--- config.mk ---
export PLATFORM = sky130hd
export DESIGN_NAME = alu_wb_stage
export DESIGN_NICKNAME = d
export VERILOG_FILES = /design/src/rtl/alu_wb_pkg.sv /design/src/rtl/alu_cond_eval.sv /design/src/rtl/alu_wb_stage.sv
export SDC_FILE = /design/constraint.sdc
export NUM_CORES = 1
export LEC_CHECK = 0
export BUFFER_PORTS_ARGS = -buffer_cell sky130_fd_sc_hd__buf_2
export CAP_MARGIN = 10
export CORE_MARGIN = 3
export CORE_UTILIZATION = 23
export DETAILED_ROUTE_END_ITERATION = 8
export GPL_TIMING_DRIVEN = 1
export HOLD_SLACK_MARGIN = 0.15
export PLACE_DENSITY_LB_ADDON = 0.05
export SYNTH_ARGS = -nofsm -noshare
export SYNTH_HDL_FRONTEND = slang
export SYNTH_SLANG_ARGS = --single-unit
--- constraint.sdc ---
create_clock -name CLK -period 1.8 [get_ports CLK]
set_input_delay 0.27 -clock CLK [delete_from_list [all_inputs] [get_ports CLK]]
set_output_delay 0.27 -clock CLK [all_outputs]
set_load 0.01 [all_outputs]
--- src/rtl/alu_wb_pkg.sv ---
// Shared definitions for the ALU writeback stage: condition codes, flag bit positions
// and the default-width result entry carried from the ALU to register-file writeback.
package alu_wb_pkg;

   localparam logic [2:0] COND_AL = 3'b000;
   localparam logic [2:0] COND_EQ = 3'b001;
   localparam logic [2:0] COND_NE = 3'b010;
   localparam logic [2:0] COND_LT = 3'b011;
   localparam logic [2:0] COND_GE = 3'b100;
   localparam logic [2:0] COND_CS = 3'b101;
   localparam logic [2:0] COND_CC = 3'b110;
   localparam logic [2:0] COND_MI = 3'b111;

   localparam int FLAG_N = 3;
   localparam int FLAG_Z = 2;
   localparam int FLAG_C = 1;
   localparam int FLAG_V = 0;

   localparam int WB_DATA_W = 16;
   localparam int WB_ADDR_W = 3;

   typedef struct packed {
      logic [WB_DATA_W-1:0] data;
      logic [WB_ADDR_W-1:0] addr;
      logic                 we;
      logic                 br_taken;
   } wb_entry_t;

endpackage

--- src/rtl/alu_cond_eval.sv ---
// Condition-code evaluator: {N,Z,C,V} flags and 3-bit condition -> condition true.
// Purely combinational, no handshake.
module alu_cond_eval
   import alu_wb_pkg::*;
(
   input  logic [3:0] flags,
   input  logic [2:0] cond,
   output logic       cond_true
);

   logic n, z, c, v;

   assign n = flags[FLAG_N];
   assign z = flags[FLAG_Z];
   assign c = flags[FLAG_C];
   assign v = flags[FLAG_V];

   always_comb begin
      cond_true = 1'b1;
      case (cond)
         COND_AL: cond_true = 1'b1;
         COND_EQ: cond_true = z;
         COND_NE: cond_true = ~z;
         COND_LT: cond_true = n ^ v;
         COND_GE: cond_true = ~(n ^ v);
         COND_CS: cond_true = c;
         COND_CC: cond_true = ~c;
         COND_MI: cond_true = n;
      endcase
   end

endmodule

--- src/rtl/alu_wb_stage.sv ---
// ALU writeback stage: flags register, branch resolution at accept, DEPTH-entry result FIFO.
// Latency 1 cycle via FIFO; 0 cycles into an empty FIFO when ALU_WB_BYPASS_EN is defined.
// IN_READY = !full from the registered count; head holds on WB_* until WB_READY.
module alu_wb_stage
   import alu_wb_pkg::*;
#(
   parameter int DATA_W = WB_DATA_W,
   parameter int ADDR_W = WB_ADDR_W,
   parameter int DEPTH  = 2
)
(
   input  logic              CLK,
   input  logic              RST,
   input  logic              IN_VALID,
   output logic              IN_READY,
   input  logic [DATA_W-1:0] ALU_OUT,
   input  logic [3:0]        ALU_FLAGS,
   input  logic [ADDR_W-1:0] RD_ADDR,
   input  logic              RD_WE,
   input  logic              SET_FLAGS,
   input  logic              IS_BRANCH,
   input  logic [2:0]        COND,
   output logic              WB_VALID,
   input  logic              WB_READY,
   output logic [DATA_W-1:0] WB_DATA,
   output logic [ADDR_W-1:0] WB_ADDR,
   output logic              WB_WE,
   output logic              BR_TAKEN,
   output logic [3:0]        FLAGS
);

   localparam int PTR_W = (DEPTH > 1) ? $clog2(DEPTH) : 1;
   localparam int CNT_W = $clog2(DEPTH + 1);

   typedef struct packed {
      logic [DATA_W-1:0] data;
      logic [ADDR_W-1:0] addr;
      logic              we;
      logic              br_taken;
   } entry_t;

   entry_t           mem [DEPTH];
   entry_t           in_entry;
   entry_t           head;
   logic [PTR_W-1:0] wr_ptr, rd_ptr;
   logic [CNT_W-1:0] count;
   logic [3:0]       flags_q;
   logic [3:0]       eval_flags;
   logic             cond_true;
   logic             empty, accept, pop, push, fifo_pop, bypass;

   // New flags from the same op win, so SET_FLAGS branches test their own result.
   assign eval_flags = SET_FLAGS ? ALU_FLAGS : flags_q;

   alu_cond_eval u_cond_eval (
      .flags     (eval_flags),
      .cond      (COND),
      .cond_true (cond_true)
   );

   assign in_entry.data     = ALU_OUT;
   assign in_entry.addr     = RD_ADDR;
   assign in_entry.we       = RD_WE & ~IS_BRANCH;
   assign in_entry.br_taken = IS_BRANCH & cond_true;

   assign empty    = (count == '0);
   assign IN_READY = (count != CNT_W'(DEPTH));
   assign accept   = IN_VALID & IN_READY;

`ifdef ALU_WB_BYPASS_EN
   assign bypass   = empty & IN_VALID & WB_READY;
   assign head     = empty ? in_entry : mem[rd_ptr];
   assign WB_VALID = ~empty | IN_VALID;
`else
   assign bypass   = 1'b0;
   assign head     = mem[rd_ptr];
   assign WB_VALID = ~empty;
`endif

   assign pop      = WB_VALID & WB_READY;
   assign push     = accept & ~bypass;
   assign fifo_pop = pop & ~empty;

   assign WB_DATA  = WB_VALID ? head.data     : '0;
   assign WB_ADDR  = WB_VALID ? head.addr     : '0;
   assign WB_WE    = WB_VALID & head.we;
   assign BR_TAKEN = WB_VALID & head.br_taken;
   assign FLAGS    = flags_q;

   always_ff @(posedge CLK or posedge RST) begin
      if (RST) begin
         wr_ptr  <= '0;
         rd_ptr  <= '0;
         count   <= '0;
         flags_q <= '0;
      end else begin
         if (push)
            wr_ptr <= wr_ptr + PTR_W'(1);
         if (fifo_pop)
            rd_ptr <= rd_ptr + PTR_W'(1);
         if (push && !fifo_pop)
            count <= count + CNT_W'(1);
         else if (!push && fifo_pop)
            count <= count - CNT_W'(1);
         if (accept && SET_FLAGS)
            flags_q <= ALU_FLAGS;
      end
   end

   // Storage needs no reset: WB_* are masked by WB_VALID, which comes from count.
   always_ff @(posedge CLK) begin
      if (push)
         mem[wr_ptr] <= in_entry;
   end

endmodule

Word level (Yosys, flattened, before mapping)
Memories as Yosys holds them, arrays and structs flattened.
Cells that the tools add are included.
{"block": "word_totals", "reg_bits": 8, "mem_bits_rw": 42, "in_bits": 33, "output_inout_bits": 27, "elab_cells": 46, "memories": 1}
{"name": "mem", "words": 2, "width": 21, "rd": 1, "rd_clocked_by_memory_dff": 0, "wr": 1, "line": "alu_wb_stage.sv:42", "source": "entry_t mem [DEPTH];"}
{"block": "op_classes", "n_addsub": 4, "eq_ne": 8, "muxes": 8, "n_bitwise": 13, "reduce_logical": 8}
{"op": "$mux W16", "n": 1}
{"op": "$eq A3 B3 Y1 const B", "n": 4}
{"op": "$pmux W1 S8", "n": 1}
{"op": "$and A1 B1 Y1", "n": 7}
{"op": "$eq A3 B2 Y1 const B", "n": 2}
{"op": "$not A1 Y1", "n": 5}
{"op": "$mux W2", "n": 2}
{"op": "$mux W4", "n": 1}
{"op": "$eq A3 B1 Y1 const B", "n": 1}
{"op": "$logic_and A1 B1 Y1", "n": 3}
{"op": "$logic_not A3 Y1", "n": 1}
{"op": "$mux W3", "n": 1}
{"op": "$add A1 B1 Y1 const B", "n": 2}
{"op": "$add A2 B1 Y2 const B", "n": 1}
{"op": "$logic_not A1 Y1", "n": 2}
{"op": "$logic_not A2 Y1", "n": 1}
{"op": "$mux W1", "n": 2}
{"op": "$ne A2 B2 Y1 const B", "n": 1}
{"op": "$reduce_bool A2 Y1", "n": 1}
{"op": "$sub A2 B1 Y2 const B", "n": 1}
{"op": "$xor A1 B1 Y1", "n": 1}

Logic depth before layout (Yosys ltp)
{"block": "logic_depth", "ltp_word": 7, "ltp_mapped": 7, "ltp_nobuf": 7}

Modules after synthesis
A second synthesis with hierarchy kept.
{"block": "unflattened", "hier_cells": 134, "area_unflattened_um2": 2085.8}
{"mod": "alu_wb_stage", "n_inst": 1, "cells_each": 125, "area_each_um2": 2021.9, "seq_area_each_um2": 1461.4}
{"mod": "alu_cond_eval", "n_inst": 1, "cells_each": 9, "area_each_um2": 63.8, "seq_area_each_um2": 0.0}

Worst setup path before layout
No wires, ideal clock.
{"block": "synth_timing", "path_type": "reg-to-reg", "from": "reg count[0]", "to": "mem mem[0][0] (netlist name), enable pin", "setup_time_ps": 399, "arrival_time_ps": 1607, "t_required_ps": 1401, "path_slack_ps": -206, "path_stages_with_launch": 4, "path_buffers": 0, "period_less_slack_ps": 2006, "path_cell_list": "dfrtp_1 -> nand2b_1 -> nand2_1 -> nor2_1"}
{"block": "synth_between", "elab_chain_cells": 4}
{"item": "start: declaration", "line": "alu_wb_stage.sv:46", "source": "logic [CNT_W-1:0] count;"}
{"item": "start signal: assignment", "line": "alu_wb_stage.sv:102", "source": "count <= count + CNT_W'(1);"}
{"item": "start signal: assignment", "line": "alu_wb_stage.sv:104", "source": "count <= count - CNT_W'(1);"}
{"item": "$ne A2 B2 Y1", "line": "alu_wb_stage.sv:67", "source": "assign IN_READY = (count != CNT_W'(DEPTH));"}
{"item": "net IN_READY", "line": "alu_wb_stage.sv:15", "source": "output logic IN_READY,"}
{"item": "$and A1 B1 Y1", "line": "alu_wb_stage.sv:68", "source": "assign accept = IN_VALID & IN_READY;"}
{"item": "$mux W1", "line": "alu_wb_stage.sv:112", "source": "if (push)"}
{"item": "$mux W1 (implied by the code)", "line": "alu_wb_stage.sv:113", "source": "mem[wr_ptr] <= in_entry;"}
{"item": "end: declaration", "line": "alu_wb_stage.sv:42"}
The timed path passes the listed nets, and every way through them passes these cells.

==> results.json <==
{
  "outcome": "completed",
  "firstDrtPassIters": 4,
  "grt_pass1_vias": 1476,
  "routabilityCongestion": 0.752,
  "hold_path.class": "primary input to flop",
  "synth_edf_count": 42,
  "fin_tns_setup_ns": 0,
  "clockRootBuffer": "clkbuf_8",
  "synthTopCellsByCount": "edfxtp_1, nor2_1, mux2i_1, dfrtp_1, xnor2_1",
  "worstPathRequired_ns": 1.85,
  "slew-limit-headroom_pct": 78.9,
  "yosysSeqAreaShare_pct": 70.2,
  "wl_um": 4490,
  "crit_path_max_fanout": 3,
  "reg2reg_depth": 3,
  "fillers": 890,
  "cts_tree": "built",
  "die_x_um": 101,
  "ioPinCount": 60,
  "ys_ff_latch": 50,
  "die_area_um2": 10200,
  "hold_viol_final": 0,
  "ys.flop_type": "edfxtp_1",
  "syn_area_um2": 2080,
  "synth.area.top_cells": "edfxtp_1, mux2i_1, dfrtp_1",
  "powerDensity_nw_per_um2": 1500,
  "drc": 0,
  "synth_cells": 138,
  "antenna_found_initial": 0,
  "layout-drive-gt1-share_pct": 35.5,
  "worst_setup_path_start_kind": "flop",
  "final_nets": 253,
  "synth_warnings": 0,
  "max_freq_ghz": 0.604,
  "whs_path_depth": 1,
  "critPathArrivalTime_ns": 1.71,
  "rrSetupSlack_ns": 0.14,
  "synth.distinct_cells": 27,
  "cts.sinks": 50,
  "overflow": 0,
  "path_clk_slew_ns": 0.09,
  "multi_input_area_um2": 578,
  "dp_hpwl_um": 3090,
  "layout_min_cycle_time_ns": 1.66,
  "die_h_um": 101,
  "crit_path_end_kind": "flop",
  "area_growth_pct": 36.1,
  "setup_violations": 0,
  "synth_nets": 172,
  "placeableCoreArea_um2": 8760,
  "start_util_pct": 23.8,
  "synth_top_area_share_pct": 60.6,
  "grt_util_all_layers_pct": 9.11,
  "numCtsBuffers": 5,
  "port_buffers": 59,
  "netlist.top_cell.by_area": "edfxtp_1",
  "tightest_slew_ns": 0.316,
  "num_vias": 1365,
  "avgRoutedWirePerCell_um": 13.7,
  "grt_setup_unrepaired": "false",
  "cap_violations": 0,
  "drv_slew": 0,
  "vias_per_cell": 4.16,
  "syn_area_per_cell_um2": 15.1,
  "clock_path_buffers": 2,
  "detail-route-antenna-nets": 0,
  "finalClockSkew_ns": 0.00305,
  "clk_latency_ns": 0.29,
  "grt_pass1_wl_um": 7070,
  "ctsHtreeMaxLevel": 2,
  "regArea_um2": 1460,
  "synthMostInstantiatedCell": "edfxtp_1",
  "rows": 34,
  "finalPower_uw": 4240,
  "drtIter0Drc": 24,
  "diodes": 0,
  "path_class": "flop to flop",
  "peakVddDrop_mv": 0.778,
  "p_leak_uw": 0.00118,
  "grt_max_degree": 22,
  "finalCritPeriodShare_pct": 92.0,
  "postSynth.asyncResetShare_pct": 16.0
}
==> critical path: stages (launching register included) <==
cell     delay (ns)
dfrtp_1        0.40
mux4_2         0.48
or3b_1         0.35
and4_1         0.19
==> cell usage in the layout, fill, tap and decap left out, types with 2 or more instances in the layout <==
cell            n
nand2_1         3
nand3b_1        2
nor2_1         23
dlygate4sd3_1  16
mux2_2          4
xnor2_1         5
dfrtp_1         8
inv_1           4
buf_12          3
xor2_1          2
nor2_2          2
mux2i_1        23
edfxtp_1       42
clkbuf_8        5
buf_2          59
==> per-layer routing <==
| layer | up-vias | part of all wire, % | track usage (%) |
|---|---|---|---|
| met5 | - | 0 | 0 |
| met4 | 0 | 1.4 | 3.48 |
| met3 | 5 | 4.8 | 2.48 |
| met2 | 34 | 53 | 16.5 |
| met1 | 666 | 41 | 10.1 |
| li1 | 660 | - | - |
==> repair_timing <==
| action | CTS | global route |
|---|---|---|
| endpoints found under the hold margin | 28 | 8 |
| resized for setup | 0 | 1 |
| hold buffers | 12 | 4 |
| setup buffers | 0 | 0 |
| endpoints found under the setup margin | 0 | 1 |
==> flip-flops by register name (all words and copies together), names as in the netlist <==
register  cells
wr_ptr        1
mem          42
FLAGS         4
rd_ptr        1
count         2
==> metrics by stage <==
stage               utilization [%]  std cells  instance area, µm²  hold WS, ns  setup slack [ns]
floorplan                         -        138                2080       0.0857             0.132
global placement               29.2        304                2560        0.231             0.125
detailed placement             29.2        304                2560        0.238            0.0965
CTS                            31.8        324                2790        0.151            0.0569
global route                   32.3        328                2830        0.151            0.0235
finish                         32.3        328                2830        0.167             0.144
==> power breakdown <==
| group | internal [µW] | leakage [µW] | switching (µW) |
|---|---|---|---|
| combinational | 784 | 0.000644 | 931 |
| clock | 415 | 0.0000514 | 364 |
| sequential | 1600 | 0.000484 | 143 |
==> layout make-up <==
cell class                 count  area share [%]
clock buffer                   6            2.56
clock inverter                 2            1.32
inverter                       4           0.530
multi-input combinational     78            20.4
sequential                    50            51.6
tap                          108            4.77
timing repair buffer          80            18.9
==> logic make-up (layout without fill, tap and decap cells) <==
| kind of cell | count (synthesis) | in the layout | synth area share, % |
|---|---|---|---|
| flip-flops | 50 | 50 | 70.2 |
| AND/OR/NAND/NOR | 38 | 38 | 8.35 |
| multiplexers | 28 | 28 | 14.3 |
| buffers and inverters | 10 | 92 | 2.28 |
| XOR/XNOR | 7 | 7 | 2.94 |
| AO/OA/AOI/OAI | 4 | 4 | 1.32 |
| adder cells (fa/ha/maj) | 1 | 1 | 0.601 |
==> final timing paths <==
path	start	endpoint
min in group asynchronous	RST	count[0]
setup / recovery	FLAGS[1]	mem[0][0]
setup reg to reg	FLAGS[1]	mem[0][0]
max in group asynchronous	RST	FLAGS[1]
hold / removal	ALU_OUT[15]	mem[1][20]
hold reg to reg	wr_ptr	wr_ptr
No activity file was read; power rests on OpenSTA's default activity.
